[config.mk]
export PLATFORM = sky130hd
export DESIGN_NAME = uart_rx_oversampled_flat
export DESIGN_NICKNAME = d
export VERILOG_FILES = /design/src/rtl/uart_pkg.sv /design/src/rtl/uart_rx_oversampled_if.sv /design/src/rtl/uart_baud_gen.sv /design/src/rtl/uart_rx_oversampled.sv /design/src/flat_wrapper.sv
export SDC_FILE = /design/constraint.sdc
export NUM_CORES = 1
export LEC_CHECK = 0
export ABC_AREA = 1
export BUFFER_PORTS_ARGS = -buffer_cell sky130_fd_sc_hd__buf_2
export CAP_MARGIN = 5
export CORE_MARGIN = 2
export CORE_UTILIZATION = 53
export CTS_CLUSTER_SIZE = 8
export DETAILED_ROUTE_END_ITERATION = 8
export PLACE_DENSITY_LB_ADDON = 0.25
export SYNTH_ARGS = -nofsm -noshare
export SYNTH_HDL_FRONTEND = slang
export SYNTH_SLANG_ARGS = --single-unit
[constraint.sdc]
create_clock -name clk -period 1.3 [get_ports clk]
set_input_delay 0.065 -clock clk [delete_from_list [all_inputs] [get_ports clk]]
set_output_delay 0.065 -clock clk [all_outputs]
set_load 0.05 [all_outputs]
[src/rtl/uart_pkg.sv]
// Shared types and constants for the oversampled UART receiver.
// Holds the receiver FSM encoding, parity-type codes and the 2-of-3 vote helper.
package uart_pkg;

    typedef enum logic [2:0] {
        RX_IDLE      = 3'd0,
        RX_START     = 3'd1,
        RX_DATA      = 3'd2,
        RX_PARITY    = 3'd3,
        RX_STOP      = 3'd4,
        RX_WAIT_IDLE = 3'd5
    } rx_state_t;

    localparam int PARITY_EVEN = 0;
    localparam int PARITY_ODD  = 1;

    function automatic logic maj3(input logic a, input logic b, input logic c);
        return (a & b) | (a & c) | (b & c);
    endfunction

endpackage

[src/rtl/uart_rx_oversampled_if.sv]
// Delivery interface between the UART receiver and its consumer.
interface uart_rx_oversampled_if;

    // Transfer happens on a clock edge where rx_valid and rx_ready are both high;
    // rx_data, frame_err and parity_err are stable while rx_valid waits for rx_ready.
    logic [7:0] rx_data;
    logic       rx_valid;
    logic       rx_ready;
    logic       frame_err;
    logic       parity_err;

    modport master (
        output rx_data,
        output rx_valid,
        output frame_err,
        output parity_err,
        input  rx_ready
    );

    modport slave (
        input  rx_data,
        input  rx_valid,
        input  frame_err,
        input  parity_err,
        output rx_ready
    );

endinterface

[src/rtl/uart_baud_gen.sv]
// Free-running oversample tick: one-cycle pulse every CLOCK_FREQ/(BAUD_RATE*OVERSAMPLE) clocks.
module uart_baud_gen #(
    parameter int CLOCK_FREQ = 100_000_000,
    parameter int BAUD_RATE  = 115200,
    parameter int OVERSAMPLE = 16
) (
    input  logic clk,
    input  logic rst_n,
    output logic tick
);

    localparam int DIV = CLOCK_FREQ / (BAUD_RATE * OVERSAMPLE);
    localparam int CW  = (DIV > 1) ? $clog2(DIV) : 1;
    localparam logic [CW-1:0] LAST = CW'(DIV - 1);

    logic [CW-1:0] cnt;

    always_ff @(posedge clk or negedge rst_n) begin
        if (!rst_n) begin
            cnt  <= '0;
            tick <= 1'b0;
        end else if (cnt == LAST) begin
            cnt  <= '0;
            tick <= 1'b1;
        end else begin
            cnt  <= cnt + 1'b1;
            tick <= 1'b0;
        end
    end

endmodule

[src/rtl/uart_rx_oversampled.sv]
// Oversampling UART receiver: majority-voted bits, optional parity, 1-2 stop bits,
// break detection and a valid/ready delivery port with overrun reporting.
module uart_rx_oversampled
    import uart_pkg::*;
#(
    parameter int CLOCK_FREQ  = 100_000_000,
    parameter int BAUD_RATE   = 115200,
    parameter int OVERSAMPLE  = 16,
    parameter int DATA_BITS   = 8,
    parameter int PARITY_EN   = 0,
    parameter int PARITY_TYPE = 0,
    parameter int STOP_BITS   = 1
) (
    input  logic                         clk,
    input  logic                         rst_n,
    input  logic                         RX,
    uart_rx_oversampled_if.master        bus,
    output logic                         overrun_err,
    output logic                         break_det,
    output logic                         rx_busy,
    output rx_state_t                    state_dbg
);

    localparam int SW = $clog2(OVERSAMPLE);
    localparam logic [SW-1:0] S_PRE  = SW'(OVERSAMPLE / 2 - 1);
    localparam logic [SW-1:0] S_MID  = SW'(OVERSAMPLE / 2);
    localparam logic [SW-1:0] S_VOTE = SW'(OVERSAMPLE / 2 + 1);
    localparam logic [SW-1:0] S_LAST = SW'(OVERSAMPLE - 1);
    localparam logic [2:0]    B_LAST = 3'(DATA_BITS - 1);
    localparam logic          PAR_INV   = (PARITY_TYPE == PARITY_ODD);
    localparam logic          STOP_LAST = 1'(STOP_BITS - 1);

    logic                 tick;
    logic                 sync1;
    logic                 rx_s;
    logic                 rx_prev;
    rx_state_t            state;
    logic [SW-1:0]        sample_cnt;
    logic [2:0]           bit_cnt;
    logic                 stop_cnt;
    logic                 smp_pre;
    logic                 smp_mid;
    logic [DATA_BITS-1:0] shift_reg;
    logic                 par_acc;
    logic                 any_one;
    logic                 parity_bad;
    logic                 frame_bad;

    logic voted;
    logic accept;
    logic at_vote;
    logic at_last;

    uart_baud_gen #(
        .CLOCK_FREQ (CLOCK_FREQ),
        .BAUD_RATE  (BAUD_RATE),
        .OVERSAMPLE (OVERSAMPLE)
    ) u_baud (
        .clk   (clk),
        .rst_n (rst_n),
        .tick  (tick)
    );

    // The third vote is the live sample taken on the same tick the decision is made.
    assign voted   = maj3(smp_pre, smp_mid, rx_s);
    assign accept  = bus.rx_valid && bus.rx_ready;
    assign at_vote = tick && (sample_cnt == S_VOTE);
    assign at_last = tick && (sample_cnt == S_LAST);

    assign rx_busy   = (state != RX_IDLE);
    assign state_dbg = state;

    always_ff @(posedge clk or negedge rst_n) begin
        if (!rst_n) begin
            sync1          <= 1'b1;
            rx_s           <= 1'b1;
            rx_prev        <= 1'b1;
            state          <= RX_IDLE;
            sample_cnt     <= '0;
            bit_cnt        <= '0;
            stop_cnt       <= 1'b0;
            smp_pre        <= 1'b1;
            smp_mid        <= 1'b1;
            shift_reg      <= '0;
            par_acc        <= 1'b0;
            any_one        <= 1'b0;
            parity_bad     <= 1'b0;
            frame_bad      <= 1'b0;
            bus.rx_data    <= '0;
            bus.rx_valid   <= 1'b0;
            bus.frame_err  <= 1'b0;
            bus.parity_err <= 1'b0;
            overrun_err    <= 1'b0;
            break_det      <= 1'b0;
        end else begin
            sync1       <= RX;
            rx_s        <= sync1;
            rx_prev     <= rx_s;
            overrun_err <= 1'b0;
            break_det   <= 1'b0;

            if (accept) begin
                bus.rx_valid <= 1'b0;
            end

            if (tick) begin
                sample_cnt <= (sample_cnt == S_LAST) ? '0 : sample_cnt + 1'b1;
                if (sample_cnt == S_PRE) smp_pre <= rx_s;
                if (sample_cnt == S_MID) smp_mid <= rx_s;
            end

            case (state)
                RX_IDLE: begin
                    sample_cnt <= '0;
                    if (rx_prev && !rx_s) begin
                        state      <= RX_START;
                        bit_cnt    <= '0;
                        stop_cnt   <= 1'b0;
                        par_acc    <= 1'b0;
                        any_one    <= 1'b0;
                        parity_bad <= 1'b0;
                        frame_bad  <= 1'b0;
                    end
                end

                RX_START: begin
                    if (tick && (sample_cnt == S_MID) && rx_s) begin
                        state <= RX_IDLE;
                    end else if (at_last) begin
                        state <= RX_DATA;
                    end
                end

                RX_DATA: begin
                    if (at_vote) begin
                        shift_reg <= {voted, shift_reg[DATA_BITS-1:1]};
                        par_acc   <= par_acc ^ voted;
                        any_one   <= any_one | voted;
                    end
                    if (at_last) begin
                        bit_cnt <= bit_cnt + 1'b1;
                        if (bit_cnt == B_LAST) begin
                            state <= (PARITY_EN != 0) ? RX_PARITY : RX_STOP;
                        end
                    end
                end

                RX_PARITY: begin
                    if (at_vote) begin
                        parity_bad <= ((par_acc ^ PAR_INV) != voted);
                        any_one    <= any_one | voted;
                    end
                    if (at_last) begin
                        state <= RX_STOP;
                    end
                end

                RX_STOP: begin
                    // Break wins over frame delivery when everything up to the first stop bit was low.
                    if (at_vote) begin
                        if (!stop_cnt && !voted && !any_one) begin
                            break_det <= 1'b1;
                            state     <= RX_WAIT_IDLE;
                        end else if (stop_cnt == STOP_LAST) begin
                            state <= RX_IDLE;
                            if (!bus.rx_valid || bus.rx_ready) begin
                                bus.rx_data    <= 8'(shift_reg);
                                bus.frame_err  <= frame_bad | ~voted;
                                bus.parity_err <= parity_bad;
                                bus.rx_valid   <= 1'b1;
                            end else begin
                                overrun_err <= 1'b1;
                            end
                        end else begin
                            frame_bad <= frame_bad | ~voted;
                        end
                    end else if (at_last) begin
                        stop_cnt <= 1'b1;
                    end
                end

                RX_WAIT_IDLE: begin
                    sample_cnt <= '0;
                    if (rx_s) begin
                        state <= RX_IDLE;
                    end
                end

                default: begin
                    state <= RX_IDLE;
                end
            endcase
        end
    end

endmodule

[src/flat_wrapper.sv]
// flat-port wrapper written by rule: the top's interface ports become plain ports
module uart_rx_oversampled_flat import uart_pkg::*;
#(
    parameter int CLOCK_FREQ  = 100_000_000,
    parameter int BAUD_RATE   = 115200,
    parameter int OVERSAMPLE  = 16,
    parameter int DATA_BITS   = 8,
    parameter int PARITY_EN   = 0,
    parameter int PARITY_TYPE = 0,
    parameter int STOP_BITS   = 1
)
  (clk, rst_n, RX, overrun_err, break_det, rx_busy, state_dbg, bus_rx_data, bus_rx_valid, bus_frame_err, bus_parity_err, bus_rx_ready);
  uart_rx_oversampled_if bus_i ();
  input  logic clk;
  input  logic rst_n;
  input  logic RX;
  output logic overrun_err;
  output logic break_det;
  output logic rx_busy;
  output rx_state_t state_dbg;
  output wire logic [$bits(bus_i.rx_data)-1:0] bus_rx_data;
  output wire logic [$bits(bus_i.rx_valid)-1:0] bus_rx_valid;
  output wire logic [$bits(bus_i.frame_err)-1:0] bus_frame_err;
  output wire logic [$bits(bus_i.parity_err)-1:0] bus_parity_err;
  input wire logic [$bits(bus_i.rx_ready)-1:0] bus_rx_ready;
  assign bus_rx_data = bus_i.rx_data;
  assign bus_rx_valid = bus_i.rx_valid;
  assign bus_frame_err = bus_i.frame_err;
  assign bus_parity_err = bus_i.parity_err;
  assign bus_i.rx_ready = bus_rx_ready;
  uart_rx_oversampled #(.CLOCK_FREQ(CLOCK_FREQ), .BAUD_RATE(BAUD_RATE), .OVERSAMPLE(OVERSAMPLE), .DATA_BITS(DATA_BITS), .PARITY_EN(PARITY_EN), .PARITY_TYPE(PARITY_TYPE), .STOP_BITS(STOP_BITS)) u_core (.clk(clk), .rst_n(rst_n), .RX(RX), .bus(bus_i), .overrun_err(overrun_err), .break_det(break_det), .rx_busy(rx_busy), .state_dbg(state_dbg));
endmodule
# After elaboration in Yosys (flattened, before gate mapping)
# Index checks and enable logic that the tools add are counted.
totals:
  out_inout_bits: 17
  regBits: 48
  input_bits: 4
op_classes:
  n_reduce_logical: 34
  bitwise_logic: 11
  eq_ne: 27
  addsub: 3
  n_mux: 47
ops:
  columns: ["op", "n"]
  rows:
  - ["$mux 3", 12]
  - ["$mux 1", 24]
  - ["$ne 2x1->1 const B", 11]
  - ["$pmux 3 s6", 1]
  - ["$eq 4x4->1 const B", 3]
  - ["$mux 4", 3]
  - ["$reduce_and 3->1", 4]
  - ["$pmux 1 s2", 5]
  - ["$reduce_and 5->1", 2]
  - ["$reduce_bool 2->1", 5]
  - ["$eq 3x3->1 const B", 3]
  - ["$logic_and 1x1->1", 8]
  - ["$reduce_and 8->1", 1]
  - ["$add 6x1->6 const B", 1]
  - ["$eq 3x2->1 const B", 2]
  - ["$eq 6x6->1 const B", 1]
  - ["$mux 6", 1]
  - ["$pmux 3 s2", 1]
  - ["$reduce_and 2->1", 3]
  - ["$logic_not 1->1", 5]
  - ["$add 4x1->4 const B", 1]
  - ["$eq 4x3->1 const B", 1]
  - ["$ne 2x2->1 const B", 2]
  - ["$or 1x1->1", 4]
  - ["other kinds (13)", 18]

# Longest topological paths before layout
# Gate-level depths: netlist (run 1).
logic_depth:
  word_depth: 9
  ltp_mapped: 11
  mapped_depth_nobuf: 11

# Hierarchy
# A second synthesis (run 1) with hierarchy kept.
hier_totals:
  hier_cells: 270
  area_unflattened_um2: 2372.3
by_module_without_submodules:
  columns: ["module", "cells_each", "seq_area_each_um2", "area_each_um2", "n_inst"]
  rows:
  - ["uart_rx_oversampled", 233, 1032.2, 2024.4, 1]
  - ["uart_baud_gen", 37, 175.2, 347.8, 1]

# Worst setup path before layout (run 1)
# Ideal clock, no wire load.
synth_timing:
  path_kind: "register to register"
  from: "register u_core.state[2], in the netlist u_core.state_dbg[2]"
  to: "register u_core.bus.frame_err"
  stages_incl_launch_ff: 10
  t_required_ns: 1.178
  path_slack_ns: -0.396
  path_buffers: 2
  synth_period_minus_slack_ns: 1.696
  arrival_time_ns: 1.574
  cell_sequence: "dfrtp_1 buf_2 nand2_1 inv_2 nand2_2 nor2_4 nand3_2 buf_6 nand2_2 o21ai_2"
synth_via:
  elab_chain_cells: 2
synth_rtl:
  columns: ["element", "line_no", "text"]
  rows:
  - ["from (decl)", "uart_rx_oversampled.sv:37", "rx_state_t state;"]
  - ["from (signal assigned)", "uart_rx_oversampled.sv:143", "state <= (PARITY_EN != 0) ? RX_PARITY : RX_STOP;"]
  - ["$eq 3x3->1", "uart_rx_oversampled.sv:112", "case (state)"]
  - ["$reduce_and 5->1 (no source line)", null, null]
  - ["to (signal assigned)", "uart_rx_oversampled.sv:168", "bus.frame_err <= frame_bad | ~voted;"]
  - ["to (decl)", "uart_rx_oversampled_if.sv:15", "output frame_err,"]
# No other way between the ends.
# A chain may end at the register's enable or synchronous reset.

# Worst setup path in the final report (run 1)
layout_timing:
  from: "register u_core.sample_cnt[1]"
  to: "register u_core.bus.rx_data[7]"
layout_via:
  elab_chain_cells: 3
layout_rtl:
  columns: ["element", "line_no", "text"]
  rows:
  - ["from (decl)", "uart_rx_oversampled.sv:38", "logic [SW-1:0] sample_cnt;"]
  - ["from (signal assigned)", "uart_rx_oversampled.sv:107", "sample_cnt <= (sample_cnt == S_LAST) ? '0 : sample_cnt + 1'b1;"]
  - ["$eq 4x4->1", "uart_rx_oversampled.sv:67", "assign at_vote = tick && (sample_cnt == S_VOTE);"]
  - ["$logic_and 1x1->1", "uart_rx_oversampled.sv:67", null]
  - ["$reduce_and 5->1 (no source line)", null, null]
  - ["to (signal assigned)", "uart_rx_oversampled.sv:167", "bus.rx_data <= 8'(shift_reg);"]
  - ["to (decl)", "uart_rx_oversampled_if.sv:13", "output rx_data,"]
# No other way between the ends.

==> results of run 1 <==
[area by class of cell]
type | instances | area [µm²]
Fill cell | 319 | 1090
Clock buffer | 6 | 82.6
Inverter | 42 | 163
Tap cell | 52 | 65.1
Sequential cell | 48 | 1210
Clock inverter | 2 | 15.0
Multi-Input combinational cell | 170 | 1130
Timing Repair Buffer | 68 | 538
[critical path: stages, from the launching register on]
cell     delay (ns)
dfrtp_1        0.42
inv_2          0.11
ha_4           0.13
nand2_2        0.06
nor2_4         0.14
inv_2          0.07
nor2_4         0.11
nand3_4        0.10
buf_12         0.16
nand2_2        0.06
o21ai_2        0.05
[kinds of logic after synthesis]
logic type / after synthesis / share of synthesized area, %
flops: 48 / 51.9
xor+xnor: 2 / 0.752
fa+ha+maj: 7 / 3.76
compound gates: 45 / 12.4
buf+inv: 46 / 8.17
simple gates: 115 / 23.1
[timing repair]
action / in CTS / in global routing
pin swaps: 5 / 15
endpoints found under the setup margin: 33 / 35
gates resized for setup: 27 / 19
hold buffers: 2 / 0
buffers inserted: 7 / 8
cloned: 1 / 1
hold endpoints to repair: 49 / 0
[through the flow]
stage | total power, mW | util [%] | setup TNS [ns] | hold WS, ns
2_1_floorplan | 2.57 | - | -2.94 | -0.231
3_3_place_gp | 3.01 | 63.9 | -3.32 | 0.0693
3_5_place_dp | 3.03 | 63.9 | -4.43 | 0.0657
4_1_cts | 4.26 | 70.6 | -2.98 | 0.0401
5_1_grt | 4.78 | 74.6 | -8.07 | 0.0991
6_report | 4.54 | 74.6 | -4.52 | 0.0843
[cells in the mapped netlist, types with 2 or more instances]
cell     count
o21ai_2     12
inv_1       32
nand2_1     52
nor2_2       3
nand2_2     14
ha_1         7
dfstp_2      5
buf_2        2
nor2_4       3
inv_2       10
nor2_1      18
a21oi_1      6
o22ai_1      2
o21ai_0      4
nand4_1      2
dfrtp_1     43
o21ai_1     15
nand3_1     20
buf_6        2
[power groups by stage]
stage	combinational [mW]	clock, mW	sequential (mW)
floorplan	0.768	0	1.81
global placement	1.30	0	1.71
detailed placement	1.32	0	1.71
CTS	1.62	0.961	1.68
global route	2.06	1.02	1.70
finish	1.93	0.926	1.69
[per-layer routing]
layer	up-vias	global-route usage, %	wire, µm
li1	979	-	-
met1	916	25.4	2150
met2	32	31.8	2600
met3	6	4.33	165
met4	0	3.85	42
met5	-	0	0
[how the worst min path moves through the flow]
stage,startpoint,end,slack [ns],cells past startpoint
floorplan,rst_n,u_core.any_one,-0.23,0
global placement,rst_n,u_core.break_det,0.07,2
detailed placement,rst_n,u_core.break_det,0.07,2
CTS,bus_rx_ready,u_core.overrun_err,0.04,4
global route,bus_rx_ready,u_core.overrun_err,0.1,4
finish,bus_rx_ready,u_core.overrun_err,0.08,4
==> impl_metrics.toml, run 1 <==
[power_and_ir_drop]
vdd.ir_drop.worst_v = 0.000726
clkPwrFrac_pct = 20.4
seq_power_share_pct = 37.1
power.switching_mw = 1.73
power.leakage_nw = 1.57
comb_power_share_pct = 42.5
power.density_cell_area_mw_per_mm2 = 1420
swShare_pct = 38.0
p_int_mw = 2.82

[status]
violations_in_the_final_reports = "setup timing"
status = "finished, violations left"

[final_layout]
fin_area_mm2 = 0.00320
final_common_cell = "nand2_1"
diodes = 0
top_library_cells_by_usage_in_the_layout_fill_and_taps_aside = "nand2_1, buf_4, dfrtp_1"
layout.nets = 346
final_layout_size_suffix_gt1_share_pct = 46.4
finish.cell_count_without_fillers = 388
areaGrowthSynthToFinish_pct = 37.5

[drt]
postRouteWirelength_um = 4950
firstDrtPassIters = 4
drcViolationCount = 0
ant_nets = 0
dr_total_vias = 1933
avg_wl_per_cell_um = 12.8
routed_vias_inst = 4.98
drt-initial-drc-count = 70

[setup_path]
path_class = "reg2reg"
data_required_critical_path_ns = 1.50
timing.rr.end = "u_core.bus.rx_data[7]"
worst-r2r-setup-slack_ns = -0.22
rr_worst_depth = 10
signal_arrival_time_at_the_worst_endpoint_ns = 1.72
crit_fanout = 10
worstSetupEndpoint = "u_core.bus.rx_data[7]"
timing.rr.start = "u_core.sample_cnt[1]"
worstSetupEndpointType = "flop"
crit_path_start_kind = "flop"
critPathLaunch = "u_core.sample_cnt[1]"

[synthesis]
synthArstFlopShare_pct = 100
yosys_most_used_dff = "dfrtp_1"
post_synth_instance_area_mm2 = 0.00233
ys_seq_area_share_pct = 51.9
synth_top_cells_by_area = "dfrtp_1, nand2_1, dfstp_2"
synth_area_leader_cell = "dfrtp_1"
syn_inst = 263
synth_register_bits = 48
number_of_distinct_standard_cells_referenced_by_the_synthesized_netlist = 30
synth_warnings = 0
net_count_after_synthesis = 274
postSynthAreaPerCell_um2 = 8.85
number_of_enable_flip_flop_cells_after_synthesis = 0
synth_largest_type_area_fraction_pct = 46.2

[timing]
timing.final.hold_violations = 0
fin_ws_ns = -0.224
worst_pin_slew_ns = 0.267
maxClockFrequency_ghz = 0.656
timing.max_slew.rel_slack_pct = 82.1
final.min_clock_period_ns = 1.52
post-route-period-util_pct = 117
grt_setup_unrepaired = "yes"
finalMaxSlewViolations = 0
skew_ns = 0.00409
setup_violations = 33

[place]
post_detailed_placement_half_perimeter_wirelength_um = 3010
place_worst_setup_slack_ns = -0.234
placer_congestion_estimate = 0.900
placement.io_buffers = 20
cell_area_after_placement_mm2 = 0.00275
place.detailed.instances = 362

[floorplanning]
floorplan.die.width_um = 70.3
initial_cell_density_of_the_core_pct = 54.2
floorplan.die_area_mm2 = 0.00494
io-pin-count = 21
die-height_um = 70.3
placement_rows = 24
core_area_mm2 = 0.00429

[global_routing]
initial_antenna_violation_count = 0
grt_overflow = 0
grt_pass1_wl_um = 7590
grt_start_max_net_pins = 49
grt_util_all_layers_pct = 19.0
number_of_global_route_vias_before_repair = 1738

[clocking]
clock_tree_from_tritoncts = "built"
insertion_delay_ns = 0.30
cts.htree.levels = 2
root_buffer = "clkbuf_8"
worst_setup_hold_path_clk_slew_ns = 0.09
tritoncts.num_buffers = 5
clock-sinks = 48
cts.path.max_buffers = 2

[min_path]
hold_path_class = "in2reg"

[run]
max_cap_viol_count = 0
Power figures use the tool's default switching activity.
==> run 2, diff against run 1 <==
ABC_AREA = not set   (was 1)
CORE_UTILIZATION = 52   (was 53)
==> run 2 against run 1 <==
Count of clock-buffer cells in the layout is 1 lower. Cell count is 10% lower. Global-route usage is 5.7 points higher. Clock skew is 0.0023 ns higher. Critical endpoint unchanged. Largest power group is now sequential cells. The flow still finishes with violations (setup timing).
==> impl_metrics.toml, run 2 <==
[synthesis]
post_synth_instance_area_mm2 = 0.00222
synth_warnings = 0
number_of_enable_flip_flop_cells_after_synthesis = 0
number_of_distinct_standard_cells_referenced_by_the_synthesized_netlist = 39
synth_common_cells = "dfrtp_1, nand2_1, nor2_1"
synth_register_bits = 48
net_count_after_synthesis = 219
synth_top_cells_by_area = "dfrtp_1, mux2_4, dfstp_2"
ys_seq_area_share_pct = 54.3
synthArstFlopShare_pct = 100
synth_area_leader_cell = "dfrtp_1"
syn_inst = 208
synth_largest_type_area_fraction_pct = 48.4
synth_most_common_cell = "dfrtp_1"
postSynthAreaPerCell_um2 = 10.7
yosys_most_used_dff = "dfrtp_1"

[drt]
drcViolationCount = 0
postRouteWirelength_um = 7450
ant_nets = 0
firstDrtPassIters = 4
avg_wl_per_cell_um = 21.4
dr_total_vias = 2029
routed_vias_inst = 5.83
drt-initial-drc-count = 255

[min_path]
hp-start = "bus_rx_ready"
hold_path_class = "in2reg"
worstHoldEndpoint = "u_core.overrun_err"
worstHoldPathCells = 3

[power_and_ir_drop]
p_total_mw = 2.94
vdd.ir_drop.worst_v = 0.000618
power.leakage_nw = 1.65
power.density_cell_area_mw_per_mm2 = 840

[status]
violations_in_the_final_reports = "setup timing"
status = "finished, violations left"

[floorplanning]
initial_cell_density_of_the_core_pct = 54.8
floorplan.die.width_um = 69.4
floorplan.die_area_mm2 = 0.00481
io-pin-count = 21
core_area_mm2 = 0.00406
die-height_um = 69.4
placement_rows = 23

[setup_path]
worstSetupEndpointType = "flop"
crit_fanout = 10
path_class = "reg2reg"
timing.rr.start = "u_core.smp_pre"
data_required_critical_path_ns = 1.50
crit_path_start_kind = "flop"
worst-r2r-setup-slack_ns = -0.85
signal_arrival_time_at_the_worst_endpoint_ns = 2.35
rr_worst_depth = 6
timing.rr.end = "u_core.bus.rx_data[7]"

[clocking]
clock-sinks = 48
tritoncts.num_buffers = 5
worst_setup_hold_path_clk_slew_ns = 0.09
root_buffer = "clkbuf_8"
cts.htree.levels = 2
clock_tree_from_tritoncts = "built"
insertion_delay_ns = 0.31
cts.path.max_buffers = 2

[global_routing]
initial_antenna_violation_count = 0
grt_pass1_wl_um = 9180
grt_util_all_layers_pct = 24.7
grt_start_max_net_pins = 23
grt_overflow = 0
number_of_global_route_vias_before_repair = 1896

[final_layout]
final_common_cell = "buf_4"
diodes = 0
top_library_cells_by_usage_in_the_layout_fill_and_taps_aside = "buf_4, dfrtp_1, nand2_2"
fillers = 173
layout.nets = 308
areaGrowthSynthToFinish_pct = 57.6
post-route-util_pct = 86.3
final_layout_size_suffix_gt1_share_pct = 60.7

[timing]
grt_setup_unrepaired = "yes"
final.min_clock_period_ns = 2.15
worst_pin_slew_ns = 0.484
whs_ns = 0.0860
maxClockFrequency_ghz = 0.466
setup_total_negative_slack_ns = -16.44
fin_ws_ns = -0.847
post-route-period-util_pct = 165
skew_ns = 0.00638
setup_violations = 40
timing.final.hold_violations = 0
finalMaxSlewViolations = 0
timing.max_slew.rel_slack_pct = 67.7

[place]
post_detailed_placement_half_perimeter_wirelength_um = 3220
placement.io_buffers = 20
placer_congestion_estimate = 0.803
place_worst_setup_slack_ns = -0.741

[run]
max_cap_viol_count = 0
## run 2: cell count changes after synthesis, moves of 5 or more
cell / delta
nand2_1: -19
inv_2: -8
nand3_1: -15
o21ai_1: -9
nand2_2: -14
a21oi_1: +5
o21ai_2: -12
mux2_4: +10
inv_1: -22
nor3_1: +5
## run 2: worst max-delay path by stage
stage                                     from                     to  slack [ns]  cells past startpoint
final                           u_core.smp_pre  u_core.bus.rx_data[7]       -0.85                      6
after global routing      u_core.sample_cnt[1]  u_core.bus.rx_data[7]       -0.88                      7
after CTS                       u_core.smp_pre  u_core.bus.rx_data[7]       -0.74                      6
after detailed placement        u_core.smp_pre  u_core.bus.rx_data[4]       -0.74                      6
after global placement          u_core.smp_pre  u_core.bus.rx_data[4]       -0.68                      6
after floorplan                    u_core.rx_s   u_core.bus.frame_err       -0.75                      6
## run 2: layout make-up
cell class / count / area, µm² / share of cell area [%]
multi-input combinational: 142 / 1290 / 36.9
sequential: 48 / 1210 / 34.6
timing repair buffer: 88 / 774 / 22.1
clock buffer: 5 / 68.8 / 1.96
tap: 50 / 62.6 / 1.79
inverter: 12 / 47.5 / 1.36
clock inverter: 3 / 46.3 / 1.32
## run 2: cell families (layout without fill, tap and decap cells)
logic type	count (synthesis)	in the layout	synth area share [%]
buffers and inverters	18	108	3.43
adders and majority gates	8	8	4.56
AOI/OAI and AO/OA	26	26	6.58
DFF	48	48	54.3
xor gates and xnor gates	6	6	2.36
and+or+nand+nor	84	84	18.1
muxes	18	18	10.6
## run 2: repair_timing
| action | 4_1_cts | 5_1_grt |
|---|---|---|
| buffers inserted | 16 | 15 |
| gates resized for setup | 52 | 60 |
| gates cloned | 1 | 0 |
| hold endpoints to repair | 14 | 0 |
| endpoints found under the setup margin | 37 | 40 |
| pin swaps | 14 | 33 |
| hold buffers | 2 | 0 |
## run 2: routing by layer
metal  part of all wire, %  GRT usage, %  wire [µm]  up-vias
met3                   6.6          3.78        493       40
met5                     0             0          0        -
met4                   6.0          11.8        445        0
met2                    50          42.2       3750      106
li1                      -             -          -      888
met1                    37          30.5       2760      995
## run 2: worst max-delay path, stage by stage (launching register included)
cell and delay (ns):
dfstp_2 0.57, maj3_4 0.20, or2_4 0.12, or4b_4 0.48
nor2b_4 0.16, buf_12 0.17, mux2_4 0.33
## run 2: stage by stage
stage / cells / cell area [µm²]
5_1_grt: 348 / 3500
3_3_place_gp: 312 / 2730
6_report: 348 / 3500
2_1_floorplan: 208 / 2300
3_5_place_dp: 312 / 2730
4_1_cts: 339 / 3220
## run 2: power breakdown
part	total, mW	internal (mW)	switching [mW]
registers	1.51	1.50	0.00968
logic	0.295	0.128	0.166
clock network	1.13	0.580	0.554
total	2.94	2.21	0.730
==> run 3, diff against run 2 <==
SETUP_SLACK_MARGIN = 0.4   (was not set)
SKIP_LAST_GASP = 1   (was not set)
==> run 3 against run 2 <==
Non-clock buffer count down 7. Sequential power about the same. Clock power about the same. The run still ends with setup timing left. Die area unchanged. Design area down 0.61%. Routed wire length down 4.0%. Critical path type unchanged. Maximum frequency up 2.4%.
==> impl_metrics.toml, run 3 (synthesis gave the netlist of run 2 again) <==
[clocking]
insertion_delay_ns = 0.31
cts.path.max_buffers = 2
root_buffer = "clkbuf_8"
tritoncts.num_buffers = 5
worst_setup_hold_path_clk_slew_ns = 0.10
cts.htree.levels = 2
clock_tree_from_tritoncts = "built"
clock-sinks = 48

[timing]
worst_pin_slew_ns = 0.579
setup_violations = 36
post-route-period-util_pct = 161
skew_ns = 0.00910
timing.max_slew.rel_slack_pct = 60.4
fin_ws_ns = -0.796
timing.final.hold_violations = 0
finalMaxSlewViolations = 0
final.min_clock_period_ns = 2.10
setup_total_negative_slack_ns = -16.03
grt_setup_unrepaired = "yes"
maxClockFrequency_ghz = 0.477

[setup_path]
data_required_critical_path_ns = 1.50
rr_worst_depth = 6
timing.rr.end = "u_core.bus.rx_data[1]"
critical-path-max-stage-delay_ns = 0.56
timing.rr.start = "u_core.smp_pre"
crit_path_start_kind = "flop"
path_class = "reg2reg"
crit_slowest_cell = "dfstp_2"
crit_fanout = 10
worst-r2r-setup-slack_ns = -0.80
signal_arrival_time_at_the_worst_endpoint_ns = 2.29
worstPathCellList = "maj3_4 > or2_4 > or4b_4 > nor2b_4 > buf_12 > mux2_4"
worstSetupEndpointType = "flop"

[place]
place_worst_setup_slack_ns = -0.723
post_detailed_placement_half_perimeter_wirelength_um = 3130
placement.io_buffers = 20
placer_congestion_estimate = 0.856

[drt]
drcViolationCount = 0
drt-initial-drc-count = 194
firstDrtPassIters = 4
postRouteWirelength_um = 7160
dr_total_vias = 1994
top_layer_used = "met4"
routed_vias_inst = 5.85
met1_length_um = 2890
met2_length_um = 3600
wl_met3_um = 422
avg_wl_per_cell_um = 21.0
ant_nets = 0

[power_and_ir_drop]
seq_power_share_pct = 52.4
power.density_cell_area_mw_per_mm2 = 830
p_int_mw = 2.19
clkPwrFrac_pct = 38.8
power.switching_mw = 0.700
swShare_pct = 24.2
power.leakage_nw = 1.66
vdd.ir_drop.worst_v = 0.000618
comb_power_share_pct = 8.8

[status]
status = "finished, violations left"
violations_in_the_final_reports = "setup timing"

[global_routing]
grt_pass1_wl_um = 8200
grt_overflow = 0
grt_start_max_net_pins = 37
grt_util_all_layers_pct = 21.5
number_of_global_route_vias_before_repair = 1775
initial_antenna_violation_count = 0

[final_layout]
final_layout_size_suffix_gt1_share_pct = 59.8
diodes = 0
areaGrowthSynthToFinish_pct = 56.6
final_common_cell = "buf_4"
layout.nets = 301
top_library_cells_by_usage_in_the_layout_fill_and_taps_aside = "buf_4, dfrtp_1, buf_6"
post-route-util_pct = 85.8

[min_path]
worstHoldPathCells = 3
worstHoldEndpoint = "u_core.overrun_err"
hold_path_class = "in2reg"
hp-start = "bus_rx_ready"

[floorplanning]
core_area_mm2 = 0.00406
io-pin-count = 21
floorplan.die.width_um = 69.4
die-height_um = 69.4
placement_rows = 23
initial_cell_density_of_the_core_pct = 54.8
floorplan.die_area_mm2 = 0.00481

[run]
max_cap_viol_count = 0
run 3: critical path: cells and delay by family, from the launching register on:
kind | cells | cell delay, ns
mux | 1 | 0.31
flops | 1 | 0.56
simple gates | 3 | 0.76
fa+ha+maj | 1 | 0.19
buf+inv | 1 | 0.16
run 3: worst max-delay path by stage:
stage,start,end,slack [ns],depth (start not counted)
floorplan,u_core.rx_s,u_core.bus.frame_err,-0.75,6
global placement,u_core.smp_pre,u_core.bus.rx_data[1],-0.69,6
detailed placement,u_core.smp_pre,u_core.bus.rx_data[0],-0.72,6
CTS,u_core.smp_pre,u_core.bus.rx_data[0],-0.71,6
global route,u_core.smp_mid,u_core.bus.rx_data[0],-0.80,6
finish,u_core.smp_pre,u_core.bus.rx_data[1],-0.80,6
run 3: metrics by stage:
stage | hold WS [ns] | power, mW | cells | cell area [µm²]
after floorplan | -0.231 | 1.64 | 208 | 2340
after global placement | -0.0222 | 1.73 | 309 | 2720
after detailed placement | -0.0233 | 1.73 | 309 | 2720
after CTS | 0.0807 | 2.85 | 332 | 3190
after global routing | 0.126 | 2.98 | 341 | 3480
final | 0.104 | 2.89 | 341 | 3480
run 3: cell type report:
cell class / count / area (µm²)
Multi-Input combinational cell: 142 / 1260
Clock inverter: 3 / 46.3
Fill cell: 163 / 576
Clock buffer: 5 / 68.8
Inverter: 12 / 50.0
Timing Repair Buffer: 81 / 783
Sequential cell: 48 / 1210
Tap cell: 50 / 62.6
run 3: layer usage:
| metal | global-route usage (%) | vias up |
|---|---|---|
| li1 | - | 870 |
| met1 | 28.5 | 996 |
| met2 | 34.6 | 99 |
| met3 | 4.22 | 29 |
| met4 | 8.93 | 0 |
| met5 | 0 | - |
run 3: repair_timing:
action,in CTS,in global routing
endpoints found under the hold margin,49,0
buffers inserted,13,9
cloned,0,0
pin swaps,15,38
endpoints found under the setup margin,62,62
hold buffers,2,0
resized for setup,66,58
run 3: power by group through the flow:
stage	clock (mW)	sequential [mW]	combinational [mW]
6_report	1.12	1.52	0.254
5_1_grt	1.19	1.52	0.270
4_1_cts	1.12	1.51	0.218
3_5_place_dp	0	1.54	0.189
3_3_place_gp	0	1.54	0.187
2_1_floorplan	0	1.55	0.0816
